## config.mk

```make
export PLATFORM = sky130hd
export DESIGN_NAME = mem_suspend_ctrl
export DESIGN_NICKNAME = d
export VERILOG_FILES = /design/src/rtl/mem_suspend_ctrl.sv
export SDC_FILE = /design/constraint.sdc
export NUM_CORES = 1
export LEC_CHECK = 0
export ABC_AREA = 1
export CORE_ASPECT_RATIO = 1.2
export CORE_MARGIN = 5
export CORE_UTILIZATION = 49
export CTS_BUF_LIST = sky130_fd_sc_hd__clkbuf_4
export CTS_CLUSTER_SIZE = 40
export DETAILED_ROUTE_END_ITERATION = 10
export HOLD_SLACK_MARGIN = 0.08
export PLACE_DENSITY = 0.88
export SYNTH_ARGS = -nofsm -noshare
export SYNTH_HDL_FRONTEND = slang
export SYNTH_SLANG_ARGS = --single-unit
```

## constraint.sdc

```tcl
create_clock -name cpu_clk -period 1.75 [get_ports cpu_clk]
set_clock_uncertainty 0.15 [all_clocks]
set_input_delay 0.175 -clock cpu_clk [delete_from_list [all_inputs] [get_ports cpu_clk]]
set_output_delay 0.175 -clock cpu_clk [all_outputs]
set_load 0.02 [all_outputs]
```

## src/rtl/mem_suspend_ctrl.sv

```systemverilog
// Data-memory access sequencer: issues da_req from EX, stalls the pipeline until
// da_ack, pulses suspend_finish for the forwarding cycle, and flushes on EX jumps.
module mem_suspend_ctrl #(
  parameter int TIMEOUT_CYC = 256,
  parameter int CNT_W       = 32
) (
  input  logic             cpu_clk,
  input  logic             cpu_rst,
  input  logic             ex_valid,
  input  logic             ex_sel_ram,
  input  logic             ex_store,
  input  logic             ex_jump,
  input  logic             da_ack,
  output logic             da_req,
  output logic             suspend_finish,
  output logic             stall_pc,
  output logic             stall_if_id,
  output logic             stall_id_ex,
  output logic             stall_ex_mem,
  output logic             flush_if_id,
  output logic             flush_id_ex,
  output logic             mem_timeout,
  output logic [CNT_W-1:0] susp_cnt
);

  localparam int WAIT_W = (TIMEOUT_CYC > 2) ? $clog2(TIMEOUT_CYC) : 1;
  localparam logic [WAIT_W-1:0] WAIT_LAST = WAIT_W'(TIMEOUT_CYC - 1);

  typedef enum logic [1:0] {
    S_IDLE = 2'd0,
    S_WAIT = 2'd1,
    S_DONE = 2'd2
  } state_t;

  state_t            state;
  logic [WAIT_W-1:0] wait_cnt;
  logic [WAIT_W-1:0] wait_inc;
  logic              mem_op;
  logic              stall;
  logic              flush;

  assign mem_op   = ex_valid & (ex_sel_ram | ex_store);
  assign wait_inc = wait_cnt + WAIT_W'(1);

  // Gated by reset so the request and stalls drop in the very cycle reset asserts,
  // even though the EX stage may still be presenting a memory op.
  assign stall = ~cpu_rst & (((state == S_IDLE) & mem_op) | (state == S_WAIT));
  assign flush = ~cpu_rst & ex_valid & ex_jump & ~stall;

  assign da_req       = stall;
  assign stall_pc     = stall;
  assign stall_if_id  = stall;
  assign stall_id_ex  = stall;
  assign stall_ex_mem = stall;
  assign flush_if_id  = flush;
  assign flush_id_ex  = flush;

  always_ff @(posedge cpu_clk or posedge cpu_rst) begin
    if (cpu_rst) begin
      state          <= S_IDLE;
      wait_cnt       <= '0;
      suspend_finish <= 1'b0;
      mem_timeout    <= 1'b0;
      susp_cnt       <= '0;
    end else begin
      suspend_finish <= 1'b0;
      if (stall) begin
        susp_cnt <= susp_cnt + CNT_W'(1);
      end
      case (state)
        S_IDLE: begin
          if (mem_op) begin
            state    <= S_WAIT;
            wait_cnt <= '0;
          end
        end
        S_WAIT: begin
          if (da_ack) begin
            state          <= S_DONE;
            suspend_finish <= 1'b1;
          end else if (wait_cnt != WAIT_LAST) begin
            // Saturates at the limit; the flag is sticky so no need to keep counting.
            wait_cnt <= wait_inc;
            if (wait_inc == WAIT_LAST) begin
              mem_timeout <= 1'b1;
            end
          end
        end
        S_DONE: begin
          state <= S_IDLE;
        end
        default: begin
          state <= S_IDLE;
        end
      endcase
    end
  end

endmodule

```

## After elaboration in Yosys (flattened, before gate mapping)

Cells that the tools add are included.

| storage, ports and cells | value |
|---|---|
| register bits | 44 |
| input bits | 7 |
| output and inout bits | 41 |
| word-level logic and storage cells | 39 |

| cells by class | value |
|---|---|
| add/subtract/negate cells | 2 |
| equality and inequality tests | 7 |
| mux-type cells | 9 |
| bitwise logic cells | 11 |
| reductions and logical operators | 5 |

Operator list:

| cell | number |
|---|---|
| 32-bit by 1-bit adder with 32-bit output, second input constant | 1 |
| 8-bit two-way mux | 3 |
| 8-bit one-hot mux with 2 select lines | 1 |
| 8-bit by 1-bit adder with 8-bit output, second input constant | 1 |
| 8-bit == test, second input constant | 1 |
| 8-bit inequality test, second input constant | 1 |
| 4-bit AND reduction | 2 |
| 1-bit AND | 6 |
| 2-bit inequality test, second input constant | 3 |
| 2-bit two-way mux | 2 |
| 2-bit one-hot mux with 2 select lines | 1 |
| 1-bit inverter | 3 |
| 2-bit by 1-bit == test with 1-bit output, second input constant | 1 |
| 2-bit zero test | 1 |
| 1-bit two-way mux | 2 |
| 2-bit by 1-bit inequality test with 1-bit output, second input constant | 1 |
| 1-bit OR | 2 |
| 2-bit AND reduction | 1 |
| 2-bit nonzero test | 1 |

## Logic depth before layout (Yosys ltp)

Gate-level depths: netlist of run 1.

| depth | value |
|---|---|
| word-level depth | 7 |
| depth in mapped cells | 10 |
| mapped depth without buffers | 10 |

## Worst setup path after synthesis of run 1

No wires, ideal clock.

| timing | value |
|---|---|
| path kind | input to output |
| start | input port cpu_rst |
| end | output port flush_if_id |
| arrival | 1.910 ns |
| data required time | 1.425 ns |
| path slack | -0.485 ns |
| stages on the path | 4 |
| path buffers | 1 |
| cell sequence | inv_1 nand3_1 nor2_1 buf_4 |

| on the way | value |
|---|---|
| word-level cells in the longest chain between the ends | 4 |
| elaborated cells between the ends (all ways) | 6 |
| classes of those cells | bitwise: 6 |

RTL lines:

| item | RTL line | source |
|---|---|---|
| from (decl) | 8 | `input logic cpu_rst,` |
| 1-bit inverter * | 47, 48 |  |
| 1-bit AND, on equally long branches | 48, 47 |  |
| 1-bit AND / 1-bit inverter (equally long branches) | 48 | `assign flush = ~cpu_rst & ex_valid & ex_jump & ~stall;` |
| 1-bit AND * | 48 |  |
| to (decl) | 20 | `output logic flush_if_id,` |

Mark *: on every way between the ends. The rest lies on a longest branch, timed or not.

## Worst setup path after layout of run 1

| timing | value |
|---|---|
| start | register state[1] |
| end | output port stall_id_ex |

| on the way | value |
|---|---|
| word-level cells in the longest chain between the ends | 4 |
| elaborated cells between the ends (all ways) | 5 |
| classes of those cells | eq/ne: 1; bitwise: 3; reduce/logical: 1 |

RTL lines:

| item | RTL line | source |
|---|---|---|
| from (decl) | 35 | `state_t state;` |
| from (signal assigned) | 60 | `state <= S_IDLE;` |
| from (signal assigned) | 73 | `state <= S_WAIT;` |
| from (signal assigned) | 79 | `state <= S_DONE;` |
| 2-bit zero test | 47 | `assign stall = ~cpu_rst & (((state == S_IDLE) & mem_op) \| (state == S_WAIT));` |
| 1-bit AND | 47 |  |
| 1-bit OR * | 47 |  |
| 1-bit AND * | 47 |  |
| to (decl) | 18 | `output logic stall_id_ex,` |

Marked as above.

==> results of run 1 <==
-- worst max path at each step --
stage / start / to / slack (ns) / depth (start not counted)
2_1_floorplan: cpu_rst / susp_cnt[3] / 0.03 / 5
3_3_place_gp: ex_valid / da_req / -0.32 / 6
3_5_place_dp: ex_valid / stall_id_ex / -0.39 / 6
4_1_cts: state[1] / stall_id_ex / -0.08 / 4
5_1_grt: state[1] / stall_pc / -0.03 / 5
6_report: state[1] / stall_id_ex / 0.02 / 5
-- sequential cells by signal, indices dropped and copies added (netlist names) --
register / cells
mem_timeout: 1
suspend_finish: 1
susp_cnt: 32
state: 2
wait_cnt: 8
-- critical path: stages (launching register included) --
cell and delay (ns):
dfrtp_1 0.42, nor2_2 0.10, nand2_2 0.10, a21oi_4 0.15
buf_12 0.15, buf_8 0.11
-- routing by layer --
layer | part of all wire (%) | wire length (um) | up-vias | global-route usage (%)
met4 | 2.2 | 127 | 0 | 5.88
met3 | 5.2 | 303 | 14 | 3.98
met1 | 39 | 2270 | 1090 | 20.5
met2 | 54 | 3130 | 58 | 35.0
met5 | 0 | 0 | - | 0
li1 | - | - | 1143 | -
-- where the power goes --
group | internal, uW | switching, uW | total (uW)
clock network | 148 | 330 | 478
logic | 340 | 442 | 782
registers | 1120 | 124 | 1250
-- timing repair --
item | CTS | global route
setup buffers | 0 | 3
endpoints found under the setup margin | 29 | 37
hold endpoints to repair | 0 | 0
cloned | 0 | 0
resized for setup | 51 | 34
hold buffers | 0 | 0
pin swaps | 1 | 4
-- layout make-up --
type | count | share of cell area [%]
multi-input combinational | 240 | 37.8
sequential | 44 | 34.4
timing repair buffer | 60 | 19.1
inverter | 40 | 4.80
tap | 60 | 2.34
clock buffer | 5 | 1.17
clock inverter | 3 | 0.430
-- cell families (layout without fill, tap and decap cells) --
kind of cell             after synthesis  in the layout
XOR/XNOR                              17             17
adder cells (fa/ha/maj)                3              3
flip-flops                            44             44
buffers and inverters                 48            108
AO/OA/AOI/OAI                         14             14
AND/OR/NAND/NOR                      206            206
-- cell usage in the layout, fill, tap and decap left out, drive strengths merged, types with 5 or more instances in the layout --
cell / count
nand2: 118
nor2: 51
dfrtp: 44
inv: 39
nand3: 22
dlygate4sd2: 20
buf: 20
o21ai: 12
dlymetal6s2s: 11
nand4: 10
xor2: 10
clkdlybuf4s50: 9
xnor2: 7
clkbuf: 5
-- through the flow --
| step | instance area [um2] | power (uW) | instances | TNS (ns) | utilization [%] |
|---|---|---|---|---|---|
| 5_1_grt | 3200 | 2650 | 452 | -0.151 | 64.4 |
| 2_1_floorplan | 2520 | 1700 | 332 | 0 | - |
| 4_1_cts | 3080 | 2450 | 449 | -0.388 | 61.9 |
| 6_report | 3200 | 2510 | 452 | 0 | 64.4 |
| 3_5_place_dp | 3080 | 2040 | 441 | -7.71 | 61.9 |
| 3_3_place_gp | 3080 | 2010 | 441 | -4.82 | 61.9 |
==> flow_summary.json, run 1 <==
{
  "dr.first_iter.drc_count": 124,
  "finalHoldViolCount": 0,
  "worstMarginPinSlew_ns": 0.551,
  "clkTransAtPathRegs_ns": 0.12,
  "dpl_worst_slack_ns": -0.393,
  "netlist_instances": 332,
  "antennaDiodeCount": 0,
  "yosys-top-cells-count": "nand2_1 (113), dfrtp_1 (44), nor2_1 (42)",
  "wl_per_cell_um": 12.9,
  "root_buffer": "clkbuf_4",
  "setup_viol": 0,
  "holdWs_ns": 0.319,
  "area_delta_synth_final_pct": 27.2,
  "synth.cell_area_mm2": 0.00252,
  "pwr_density_cell_mw_per_mm2": 782,
  "hold_depth": 3,
  "num_rows": 28,
  "place.gp.congestion": 0.899,
  "core-area_mm2": 0.00497,
  "worstPathMaxFanout": 6,
  "crit_arrival_ns": 1.41,
  "n_fill_cell": 433,
  "avgSynthCellArea_um2": 7.59,
  "grt_pass1_wl_mm": 9.69,
  "multi_input_area_mm2": 0.00121,
  "ys_warn_count": 0,
  "grt_max_degree": 45,
  "dieWidth_um": 75.5,
  "seq_area_frac_synth_pct": 43.7,
  "synthFlopType": "dfrtp_1",
  "p_leak_uw": 0.00165,
  "muxShareOfSynthArea_pct": 0,
  "period_share_pct": 99.1,
  "yosys.area_share.simple_pct": 36.9,
  "cp.required_ns": 1.42,
  "numCtsBuffers": 5,
  "antenna_left": 0,
  "wl_mm": 5.83,
  "grt_usage_pct": 18.7,
  "drive_above_1_share_pct": 13.3,
  "die_area_mm2": 0.00668,
  "layout_setup_ws_ns": 0.0165,
  "ys_types": 24,
  "critPathKind": "flop to output pin",
  "port_buffers": 47,
  "syn_nets": 342,
  "cp-end-kind": "output pin",
  "final_max_slew_viol_count": 0,
  "drc": 0,
  "finalCriticalPeriod_ns": 1.73,
  "dr.pass1.iters": 4,
  "r2r_slack_ns": 0.09,
  "synth_area_leaders": "dfrtp_1 (44%), nand2_1 (17%), nor2_1 (6.3%), inv_1 (5.8%), nand3_1 (3.6%)",
  "async_flop_share_pct": 100,
  "clock-sinks": 44,
  "timing.slew.headroom_pct": 63.3,
  "worst_skew_pair.late_latency_ns": 0.36,
  "drv_cap": 0,
  "hpwl_mm": 4.38,
  "start_kind": "flop",
  "vias": 2305,
  "io_pins": 48,
  "cts_buffer_depth": 2,
  "start_util_pct": 50.7,
  "synth_top_area_cell": "dfrtp_1",
  "rr_endpoint": "wait_cnt[5]",
  "final_nets": 401,
  "fmax_ghz": 0.577,
  "synth_edf_count": 0,
  "synth_top_family_by_area": "simple AND/OR/NAND/NOR gates",
  "grt_pass1_vias": 2302,
  "grt_overflow": 0,
  "hold_path_end": "suspend_finish",
  "die_h_um": 88.6,
  "regArea_mm2": 0.00110,
  "rr_worst_depth": 8,
  "yosys.area_share.adder_pct": 1.49,
  "reg2reg_from": "state[1]",
  "rsz0062_at_grt": "yes",
  "synth-xor-area-share_pct": 5.91,
  "htreeDepth": 2,
  "ys_ff_latch": 44,
  "grt_antenna_before_repair": 0,
  "vias_per_cell": 5.10,
  "tritoncts": "built",
  "synth_compound_area_share_pct": 3.53,
  "status": "complete, no violations",
  "synth_top_area_share_pct": 43.7,
  "hp-class": "input port to flop",
  "yosysMostFrequentCell": "nand2_1",
  "vdd_drop_max_mv": 0.610,
  "hold_path.startpoint": "da_ack"
}
Note: power is estimated with default switching activity, not from simulation.
==> run 2, diff against run 1 <==
--- a/config.mk
+++ b/config.mk
@@ -8,12 +8,13 @@
 export ABC_AREA = 1
 export CORE_ASPECT_RATIO = 1.2
 export CORE_MARGIN = 5
-export CORE_UTILIZATION = 49
+export CORE_UTILIZATION = 55
 export CTS_BUF_LIST = sky130_fd_sc_hd__clkbuf_4
 export CTS_CLUSTER_SIZE = 40
 export DETAILED_ROUTE_END_ITERATION = 10
+export DONT_BUFFER_PORTS = 1
 export HOLD_SLACK_MARGIN = 0.08
-export PLACE_DENSITY = 0.88
+export PLACE_DENSITY = 0.82
 export SYNTH_ARGS = -nofsm -noshare
 export SYNTH_HDL_FRONTEND = slang
 export SYNTH_SLANG_ARGS = --single-unit
==> run 2 against run 1 <==
  * Cell count fell by 2.7%
  * Sequential share of layout area rose by 2.0 points
  * Maximum frequency fell by 0.16%
  * Design area fell by 5.4%
  * Global-route usage rose by 2.1 points
  * Clock power rose by 35%
  * Utilization rose by 2.5 points
  * Clock-buffer cell count rose by 1
  * Sequential power barely moved
  * Setup slack got worse by 0.0028 ns
  * Largest cell class unchanged
==> flow_summary.json, run 2 (same netlist as run 1, synthesis figures left out) <==
{
  "status": "complete, no violations",
  "final_common_cell": "nand2_1",
  "grt_usage_pct": 20.7,
  "cp-startpoint": "state[1]",
  "dr.pass1.iters": 5,
  "worst_skew_pair.late_latency_ns": 0.36,
  "cp.required_ns": 1.42,
  "vias_per_cell": 5.07,
  "wl_per_cell_um": 13.4,
  "area_delta_synth_final_pct": 20.3,
  "antennaDiodeCount": 0,
  "power.total_uw": 2630,
  "final_util_pct": 66.9,
  "finalCriticalPeriod_ns": 1.74,
  "critPathCapture": "da_req",
  "critPathMaxStageDelay_ns": 0.41,
  "worstMarginPinSlew_ns": 0.461,
  "grt_pass1_vias": 2210,
  "rr_endpoint": "wait_cnt[5]",
  "start_util_pct": 55.7,
  "io_pins": 48,
  "numCtsBuffers": 5,
  "hp-class": "input port to asynchronous set/reset pin",
  "top_regs": "susp_cnt: 32 flops, wait_cnt: 8 flops, state: 2 flops",
  "start_kind": "flop",
  "final_cell_mix": "nand2_1 (112), dfrtp_1 (43), buf_4 (42)",
  "root_buffer": "clkbuf_4",
  "crit_chain": "nor2_2 -> nand2_2 -> a21oi_4 -> buf_8",
  "htreeDepth": 2,
  "drv_cap": 0,
  "cp-end-kind": "output pin",
  "grt_max_degree": 36,
  "p_leak_uw": 0.00143,
  "dr.first_iter.drc_count": 115,
  "clock-sinks": 44,
  "r2r_slack_ns": 0.08,
  "antenna_left": 0,
  "place.gp.congestion": 0.846,
  "drc": 0,
  "multi_input_area_mm2": 0.00122,
  "cts_buffer_depth": 2,
  "reg2reg_from": "state[1]",
  "period_share_pct": 99.2,
  "slowest_stage": "dfrtp_1",
  "crit_arrival_ns": 1.41,
  "timing.slew.headroom_pct": 69.2,
  "worstPathMaxFanout": 4,
  "clkTransAtPathRegs_ns": 0.14,
  "final_nets": 391,
  "die_area_mm2": 0.00604,
  "port_buffers": 0,
  "finalHoldViolCount": 0,
  "pwr_density_cell_mw_per_mm2": 868,
  "fmax_ghz": 0.576,
  "setup_viol": 0,
  "largest_register_ffs": 32,
  "path_buf_inv": 1,
  "final_max_slew_viol_count": 0,
  "hpwl_mm": 4.38,
  "rsz0062_at_grt": "yes",
  "die_h_um": 84.2,
  "cp.depth": 4,
  "regArea_mm2": 0.00110,
  "tritoncts": "built",
  "grt_overflow": 0,
  "wl_mm": 5.88,
  "vias": 2229,
  "critPathKind": "flop to output pin",
  "rr_worst_depth": 8,
  "path_delay_family": "flip-flops",
  "grt_antenna_before_repair": 0,
  "n_fill_cell": 410,
  "top_register": "susp_cnt",
  "dieWidth_um": 71.8,
  "vdd_drop_max_mv": 0.576,
  "num_rows": 27,
  "drive_above_1_share_pct": 21.2,
  "core-area_mm2": 0.00453,
  "grt_pass1_wl_mm": 10.1
}
## run 2: changes by cell type in the layout (fill, tap and decap cells not counted), sizes merged
| cell | previous run | this run |
|---|---|---|
| dlymetal6s2s | 11 | 0 |
| bufinv | 0 | 1 |
| buf | 20 | 46 |
| clkinv | 3 | 1 |
| dlygate4sd3 | 0 | 4 |
| dlygate4sd2 | 20 | 0 |
| clkbuf | 5 | 6 |
| clkdlybuf4s50 | 9 | 0 |
## run 2: how the worst min path moves through the flow
stage              from      endpoint  slack (ns)
4_1_cts        ex_valid      state[0]        0.08
6_report        cpu_rst  susp_cnt[13]        0.11
3_5_place_dp    cpu_rst  susp_cnt[16]       -0.14
5_1_grt         cpu_rst  susp_cnt[26]        0.14
3_3_place_gp    cpu_rst  susp_cnt[13]       -0.14
2_1_floorplan   cpu_rst   mem_timeout        0.05
## run 2: final cells by class
class / count / share of cell area (%)
clock buffers: 6 / 1.49
clock inverters: 2 / 1.16
well taps: 58 / 2.39
inverters: 40 / 5.08
repair buffers: 50 / 13.3
flip-flops and latches: 44 / 36.4
multi-input cells: 240 / 40.2
## run 2: repair_timing
item | 4_1_cts | 5_1_grt
gates resized for setup | 3 | 12
setup endpoints to repair | 7 | 21
setup buffers | 4 | 4
hold buffers | 4 | 0
endpoints found under the hold margin | 57 | 0
pin swaps | 3 | 3
## run 2: metal layers
metal	global-route usage, %	wire length, um
met5	0	0
met3	5.15	356
met2	37.6	3240
met1	24.1	2240
met4	5.30	43
## run 2: metrics by stage
stage	instances	TNS (ns)	instance area (um2)	setup slack [ns]	hold slack (ns)
floorplan	332	0	2520	0.0259	0.0487
global placement	420	0	2820	0.142	-0.141
detailed placement	420	0	2820	0.0646	-0.138
CTS	436	-0.117	2980	-0.0274	0.0845
global route	440	-0.438	3030	-0.0680	0.135
finish	440	0	3030	0.0137	0.108
## run 2: power breakdown
group | leakage [uW] | internal (uW) | switching, uW
Clock | 0.0000456 | 315 | 329
Sequential | 0.000574 | 1120 | 127
Combinational | 0.000810 | 303 | 434
